===== config.mk =====
export PLATFORM = sky130hd
export DESIGN_NAME = instr_encoder
export DESIGN_NICKNAME = d
export VERILOG_FILES = /design/src/rtl/mips_isa_pkg.sv /design/src/rtl/instr_word_pack.sv /design/src/rtl/instr_encoder.sv
export SDC_FILE = /design/constraint.sdc
export NUM_CORES = 1
export LEC_CHECK = 0
export CAP_MARGIN = 15
export CORE_AREA = 2 2 87 89
export DETAILED_ROUTE_END_ITERATION = 8
export DIE_AREA = 0 0 89 91
export PLACE_DENSITY = 0.82
export REMOVE_ABC_BUFFERS = 1
export SETUP_SLACK_MARGIN = 0.15
export SYNTH_ARGS = -nofsm -noshare
export SYNTH_HDL_FRONTEND = slang
export SYNTH_SLANG_ARGS = --single-unit

===== constraint.sdc =====
create_clock -name clk -period 2.06 [get_ports clk]
set_clock_uncertainty 0.05 [all_clocks]
set_input_delay 0.309 -clock clk [delete_from_list [all_inputs] [get_ports clk]]
set_output_delay 0.309 -clock clk [all_outputs]
set_load 0.02 [all_outputs]

===== src/rtl/mips_isa_pkg.sv =====
// mips_isa_pkg: shared MIPS ISA constants and encoder types.
//   - opcode / funct fields, the same values the core control unit decodes
//   - symbolic command codes accepted on instr_encoder.cmd_op
//   - instr_encoder FSM state encoding
//   - small helpers that pack R/I/J instruction formats
package mips_isa_pkg;

    // Primary opcodes (instr[31:26])
    localparam logic [5:0] OPC_RTYPE = 6'b000000;
    localparam logic [5:0] OPC_LW    = 6'b100011;
    localparam logic [5:0] OPC_SW    = 6'b101011;
    localparam logic [5:0] OPC_ADDI  = 6'b001000;
    localparam logic [5:0] OPC_BEQ   = 6'b000100;
    localparam logic [5:0] OPC_J     = 6'b000010;

    // R-type funct codes (instr[5:0]); MUL rides on OPC_RTYPE like the core expects
    localparam logic [5:0] FN_ADD = 6'b100000;
    localparam logic [5:0] FN_SUB = 6'b100010;
    localparam logic [5:0] FN_SLT = 6'b101010;
    localparam logic [5:0] FN_MUL = 6'b011100;

    // Symbolic command codes; 9..15 are illegal
    localparam logic [3:0] CMD_LW   = 4'd0;
    localparam logic [3:0] CMD_SW   = 4'd1;
    localparam logic [3:0] CMD_ADD  = 4'd2;
    localparam logic [3:0] CMD_SUB  = 4'd3;
    localparam logic [3:0] CMD_SLT  = 4'd4;
    localparam logic [3:0] CMD_MUL  = 4'd5;
    localparam logic [3:0] CMD_ADDI = 4'd6;
    localparam logic [3:0] CMD_BEQ  = 4'd7;
    localparam logic [3:0] CMD_J    = 4'd8;

    typedef enum logic [1:0] {
        ST_IDLE  = 2'd0,
        ST_WRITE = 2'd1,
        ST_DONE  = 2'd2
    } enc_state_e;

    function automatic logic [31:0] pack_r(input logic [4:0] rs, input logic [4:0] rt,
                                           input logic [4:0] rd, input logic [5:0] funct);
        return {OPC_RTYPE, rs, rt, rd, 5'b00000, funct};
    endfunction

    function automatic logic [31:0] pack_i(input logic [5:0] opc, input logic [4:0] rs,
                                           input logic [4:0] rt, input logic [15:0] imm);
        return {opc, rs, rt, imm};
    endfunction

    function automatic logic [31:0] pack_j(input logic [25:0] target);
        return {OPC_J, target};
    endfunction

endpackage


===== src/rtl/instr_word_pack.sv =====
// instr_word_pack: purely combinational command -> instruction word packer.
// Ports:
//   cmd_op      in  4   symbolic operation (see CMD_* in mips_isa_pkg)
//   cmd_rs/rt/rd in 5   register fields
//   cmd_imm     in  16  I-type immediate / branch offset
//   cmd_target  in  26  J-type word target
//   word        out 32  encoded instruction (0 when illegal)
//   illegal     out 1   cmd_op is not a defined command
module instr_word_pack
    import mips_isa_pkg::*;
(
    input  logic [3:0]  cmd_op,
    input  logic [4:0]  cmd_rs,
    input  logic [4:0]  cmd_rt,
    input  logic [4:0]  cmd_rd,
    input  logic [15:0] cmd_imm,
    input  logic [25:0] cmd_target,
    output logic [31:0] word,
    output logic        illegal
);

    always_comb begin
        word    = '0;
        illegal = 1'b0;
        case (cmd_op)
            CMD_LW:   word = pack_i(OPC_LW,   cmd_rs, cmd_rt, cmd_imm);
            CMD_SW:   word = pack_i(OPC_SW,   cmd_rs, cmd_rt, cmd_imm);
            CMD_ADDI: word = pack_i(OPC_ADDI, cmd_rs, cmd_rt, cmd_imm);
            CMD_BEQ:  word = pack_i(OPC_BEQ,  cmd_rs, cmd_rt, cmd_imm);
            CMD_ADD:  word = pack_r(cmd_rs, cmd_rt, cmd_rd, FN_ADD);
            CMD_SUB:  word = pack_r(cmd_rs, cmd_rt, cmd_rd, FN_SUB);
            CMD_SLT:  word = pack_r(cmd_rs, cmd_rt, cmd_rd, FN_SLT);
            CMD_MUL:  word = pack_r(cmd_rs, cmd_rt, cmd_rd, FN_MUL);
            CMD_J:    word = pack_j(cmd_target);
            default:  illegal = 1'b1;
        endcase
    end

endmodule


===== src/rtl/instr_encoder.sv =====
// instr_encoder: accepts symbolic commands over valid/ready, encodes them and
// writes the words to instruction memory at consecutive word addresses.
// Ports:
//   clk, rst            clock, synchronous active-high reset
//   start               pulse: clear count/errors, leave DONE
//   cmd_valid/ready     command handshake (ready decoded from state only)
//   cmd_op/rs/rt/rd/imm/target/last  command fields
//   imem_we/addr/wdata  instruction-memory write port (one-cycle strobe)
//   word_count          words written since reset/start
//   done                program complete (last command handled)
//   err_illegal         sticky: illegal cmd_op seen
//   err_full            sticky: command dropped because count == DEPTH
module instr_encoder
    import mips_isa_pkg::*;
#(
    parameter int unsigned DEPTH     = 64,
    parameter logic [31:0] BASE_ADDR = 32'h0000_0000,
    parameter int unsigned CW        = $clog2(DEPTH + 1)
) (
    input  logic          clk,
    input  logic          rst,
    input  logic          start,
    input  logic          cmd_valid,
    output logic          cmd_ready,
    input  logic [3:0]    cmd_op,
    input  logic [4:0]    cmd_rs,
    input  logic [4:0]    cmd_rt,
    input  logic [4:0]    cmd_rd,
    input  logic [15:0]   cmd_imm,
    input  logic [25:0]   cmd_target,
    input  logic          cmd_last,
    output logic          imem_we,
    output logic [31:0]   imem_addr,
    output logic [31:0]   imem_wdata,
    output logic [CW-1:0] word_count,
    output logic          done,
    output logic          err_illegal,
    output logic          err_full
);

    localparam logic [CW-1:0] FULL_CNT = CW'(DEPTH);

    enc_state_e    state_q, state_d;
    logic [31:0]   addr_q, addr_d;
    logic [31:0]   wdata_q, wdata_d;
    logic [CW-1:0] count_q, count_d;
    logic          last_q, last_d;
    logic          done_q, done_d;
    logic          err_ill_q, err_ill_d;
    logic          err_full_q, err_full_d;

    logic [31:0]   pk_word;
    logic          pk_illegal;

    instr_word_pack u_pack (
        .cmd_op     (cmd_op),
        .cmd_rs     (cmd_rs),
        .cmd_rt     (cmd_rt),
        .cmd_rd     (cmd_rd),
        .cmd_imm    (cmd_imm),
        .cmd_target (cmd_target),
        .word       (pk_word),
        .illegal    (pk_illegal)
    );

    always_comb begin
        state_d    = state_q;
        addr_d     = addr_q;
        wdata_d    = wdata_q;
        count_d    = count_q;
        last_d     = last_q;
        done_d     = done_q;
        err_ill_d  = err_ill_q;
        err_full_d = err_full_q;
        case (state_q)
            ST_IDLE: begin
                // start clears first so a same-cycle command sees count 0
                if (start) begin
                    count_d    = '0;
                    err_ill_d  = 1'b0;
                    err_full_d = 1'b0;
                end
                if (cmd_valid) begin
                    if (pk_illegal) begin
                        err_ill_d = 1'b1;
                        if (cmd_last) begin
                            state_d = ST_DONE;
                            done_d  = 1'b1;
                        end
                    end else if (count_d == FULL_CNT) begin
                        err_full_d = 1'b1;
                        if (cmd_last) begin
                            state_d = ST_DONE;
                            done_d  = 1'b1;
                        end
                    end else begin
                        state_d = ST_WRITE;
                        addr_d  = BASE_ADDR + (32'(count_d) << 2);
                        wdata_d = pk_word;
                        last_d  = cmd_last;
                    end
                end
            end
            ST_WRITE: begin
                // start is deliberately ignored while a write is in flight
                count_d = count_q + CW'(1);
                if (last_q) begin
                    state_d = ST_DONE;
                    done_d  = 1'b1;
                end else begin
                    state_d = ST_IDLE;
                end
            end
            ST_DONE: begin
                if (start) begin
                    state_d    = ST_IDLE;
                    count_d    = '0;
                    done_d     = 1'b0;
                    err_ill_d  = 1'b0;
                    err_full_d = 1'b0;
                end
            end
            default: state_d = ST_IDLE;
        endcase
    end

    always_ff @(posedge clk) begin
        if (rst) begin
            state_q    <= ST_IDLE;
            addr_q     <= BASE_ADDR;
            wdata_q    <= '0;
            count_q    <= '0;
            last_q     <= 1'b0;
            done_q     <= 1'b0;
            err_ill_q  <= 1'b0;
            err_full_q <= 1'b0;
        end else begin
            state_q    <= state_d;
            addr_q     <= addr_d;
            wdata_q    <= wdata_d;
            count_q    <= count_d;
            last_q     <= last_d;
            done_q     <= done_d;
            err_ill_q  <= err_ill_d;
            err_full_q <= err_full_d;
        end
    end

    // Reset arriving during WRITE must kill the strobe in that same cycle,
    // so the registered state is qualified with rst here.
    assign imem_we     = (state_q == ST_WRITE) && !rst;
    assign cmd_ready   = (state_q == ST_IDLE);
    assign imem_addr   = addr_q;
    assign imem_wdata  = wdata_q;
    assign word_count  = count_q;
    assign done        = done_q;
    assign err_illegal = err_ill_q;
    assign err_full    = err_full_q;

endmodule


==> results of run 1 <==
-- per-layer routing --
layer / part of all wire, % / global-route usage (%)
met5: 0 / 0
met4: 0.86 / 5.10
met3: 7.9 / 3.09
met2: 50 / 33.8
met1: 41 / 24.2
-- how the worst min path moves through the flow --
stage / start / endpoint / slack (ns) / cells after the start
after floorplan: rst / err_full / 0.33 / 1
after global placement: imem_addr[7] / imem_addr[7] / 0.39 / 2
after detailed placement: imem_addr[6] / imem_addr[6] / 0.39 / 2
after CTS: rst / word_count[1] / 0.14 / 2
after global routing: rst / word_count[1] / 0.14 / 2
final: rst / word_count[1] / 0.15 / 2
-- flip-flops by register name (all words and copies together) (netlist names) --
| register | cells |
|---|---|
| state_q | 2 |
| err_full | 1 |
| word_count | 7 |
| done | 1 |
| last_q | 1 |
| imem_wdata | 30 |
| err_illegal | 1 |
| imem_addr | 7 |
-- layout by cell type (no fill, tap or decap), types with 3 or more instances in the layout --
cell / n
clkdlybuf4s50_1: 111
dfxtp_1: 50
nor2_1: 39
buf_4: 34
conb_1: 26
nand2_1: 25
a21oi_1: 22
nor3_1: 19
a221oi_2: 13
nand3b_1: 9
o21ai_0: 8
nor3b_1: 7
a221oi_1: 7
nor2b_1: 6
inv_1: 5
a22oi_1: 5
a32o_1: 5
o21ai_1: 5
clkbuf_8: 5
a211oi_1: 4
ha_1: 4
nand4_1: 3
a31oi_1: 3
nand2b_1: 3
buf_12: 3
-- layout make-up --
cell class                 count  area, sq um  area share, %
multi-input combinational    242         1550           36.1
timing repair buffer         154         1480           34.5
sequential                    50         1000           23.4
tap                           99          124           2.89
clock buffer                   5         68.8           1.61
clock inverter                 3         43.8           1.02
inverter                       6         22.5          0.526
-- power breakdown --
part / internal [mW] / switching [mW]
sequential: 1.02 / 0.0359
combinational: 0.371 / 0.381
clock: 0.364 / 0.335
total: 1.76 / 0.751
-- metrics by stage --
step	cell area, sq um	setup TNS, ns
2_1_floorplan	2540	-17.67
3_3_place_gp	4100	-0.441
3_5_place_dp	4100	-1.32
4_1_cts	4210	0
5_1_grt	4290	0
6_report	4290	0
-- kinds of logic (layout without fill, tap and decap cells) --
| kind of cell | after synthesis | after routing | share of synthesized area (%) |
|---|---|---|---|
| other | 1 | 26 | 0.134 |
| adders and majority gates | 6 | 6 | 2.60 |
| DFF | 50 | 50 | 35.9 |
| muxes | 1 | 1 | 0.404 |
| buffers and inverters | 59 | 168 | 13.0 |
| xor gates and xnor gates | 1 | 1 | 0.314 |
| AOI/OAI and AO/OA | 85 | 85 | 24.3 |
| and+or+nand+nor | 123 | 123 | 23.3 |
-- timing repair --
item                                    CTS  global route
buffers inserted                          0             5
endpoints found under the setup margin    2            34
resized for setup                         2             6
pin swaps                                 0             1
-- worst max-delay path, stage by stage (launching register included) --
cell and delay [ns]:
dfxtp_1 0.35, inv_1 0.12, ha_1 0.25, nor2b_1 0.14
dlygate4sd2_1 0.33
==> metrics.csv, run 1 <==
stage,metric,value,unit
cells_and_area,Filler cells,648,
place,worst slack at placement,-0.157,ns
sta,RSZ-0062 raised after global routing,true,
cells_and_area,nets,530,
floorplanning,Core Rows,31,
power_and_ir_drop,Pwr Density,585,mW/mm^2
sta,Final setup viols,0,
drt,vias per std cell,5.08,
setup_path,Register-to-Register Path Depth,8,
setup_path,RR Endpoint,imem_wdata[1],
drt,Initial DRT Pass Iterations,4,
power_and_ir_drop,P_leak,1.61,nW
sta,final worst slack,0.203,ns
logic_synthesis,Synth top cells by count,"50 x dfxtp_1, 40 x nor2_1, 32 x buf_4",
sta,crit path time final,1.86,ns
setup_path,Critical Path End,imem_we,
setup_path,r2r startpoint,state_q[0],
floorplanning,DIE HEIGHT,91,microns
setup_path,crit start category,flop,
logic_synthesis,Yosys cell types,45,
clock_network,H-tree Lvls,2,
clock_network,CTS tree,yes,
setup_path,crit path kind,reg -> out,
logic_synthesis,leading post-synthesis cells by cell area,"dfxtp_1 36%, buf_4 8.6%, a221oi_2 7.0%",
place,Detail Placement HPWL,6120,microns
floorplanning,DIE AREA,0.00810,sq mm
sta,Fin. Hold Viols,0,
clock_network,clk buf depth,2,
setup_path,crit-path max FO,5,
cells_and_area,Finished Core Util,60.0,%
place,IO Port Bufs,115,
sta,worst hold slack,0.152,ns
floorplanning,Placeable Area,0.00714,sq mm
logic_synthesis,Synth Cell Area,0.00279,sq mm
floorplanning,Initial Util,39.1,%
power_and_ir_drop,Max VDD drop,0.000258,V
logic_synthesis,synthesis-stage register bit count,50,
drt,Starting DRT DRC Count,96,
logic_synthesis,"Avg Cell Area, Syn",8.55,sq um
global_route,pin count of the biggest net entering global routing,28,
drt,Residual DRC,0,
global_route,vias in the first global route,2742,
min_path,worst hold-check path type,in -> reg,
drt,vias after detailed routing,2839,
clock_network,CTS buffer count,5,
logic_synthesis,yosys warns,0,
sta,period utilization,90.2,%
setup_path,CP required,1.70,ns
clock_network,hold buffers post-CTS,0,
logic_synthesis,Yosys top cell area share,35.9,%
sta,Max Freq,538,MHz
run_status,status,completed,
floorplanning,Top-Level Pins,142,
drt,ANT nets after route,0,
floorplanning,DIE WIDTH,89,microns
global_route,first-pass GRT wire length,12700,microns
global_route,total global routing track utilization,19.3,%
logic_synthesis,top_reg_cell synth,dfxtp_1,
clock_network,CTS root buffer,clkbuf_8,
cells_and_area,diode count,0,
logic_synthesis,register area share after synthesis,35.9,%
cells_and_area,share of cells above drive strength 1,15.0,%
place,dpl cells,546,
power_and_ir_drop,Total Power,2.51,mW
logic_synthesis,"area leader, netlist",dfxtp_1,
logic_synthesis,Syn Inst Count,326,
flow_run,Max-cap violations,0,
setup_path,Critical Path AT,1.50,ns
cells_and_area,Non-Filler Instances,559,
drt,per-cell routed wire length,14.5,microns
cells_and_area,Area Overhead vs Synth,53.7,%
sta,final slew viol count,0,
setup_path,"setup slack, reg-to-reg",0.26,ns
setup_path,worst setup path start,state_q[1],
drt,Routed WL,8110,microns
place,Placer Congestion,0.898,
logic_synthesis,number of synthesized flops with an enable pin,0,
clock_network,clk_lat worst skew,0.30,ns
logic_synthesis,"count leader, synth",dfxtp_1,
clock_network,clk slew on worst S/H paths,0.10,ns
global_route,initial antenna violation count,0,
global_route,grt ovf,0,
logic_synthesis,asr flop ratio synth,0,%
setup_path,Crit. End Element,primary output,
clock_network,clock sinks,50,
Note: power is estimated with default switching activity, not from simulation.
==> inputs of run 2 (changes only) <==
--- a/config.mk
+++ b/config.mk
@@ -5,6 +5,7 @@
 export SDC_FILE = /design/constraint.sdc
 export NUM_CORES = 1
 export LEC_CHECK = 0
+export ABC_CLOCK_PERIOD_IN_PS = 2060
 export CAP_MARGIN = 15
 export CORE_AREA = 2 2 87 89
 export DETAILED_ROUTE_END_ITERATION = 8
==> results of run 2 <==
Final layout, timing and power as in run 1 (identical DEF).
==> inputs of run 3 (changes only) <==
--- a/config.mk
+++ b/config.mk
@@ -13,6 +13,7 @@
 export PLACE_DENSITY = 0.82
 export REMOVE_ABC_BUFFERS = 1
 export SETUP_SLACK_MARGIN = 0.15
+export SLEW_MARGIN = 20
 export SYNTH_ARGS = -nofsm -noshare
 export SYNTH_HDL_FRONTEND = slang
 export SYNTH_SLANG_ARGS = --single-unit
==> results of run 3 <==
Final layout, timing and power as in run 1 (identical DEF).
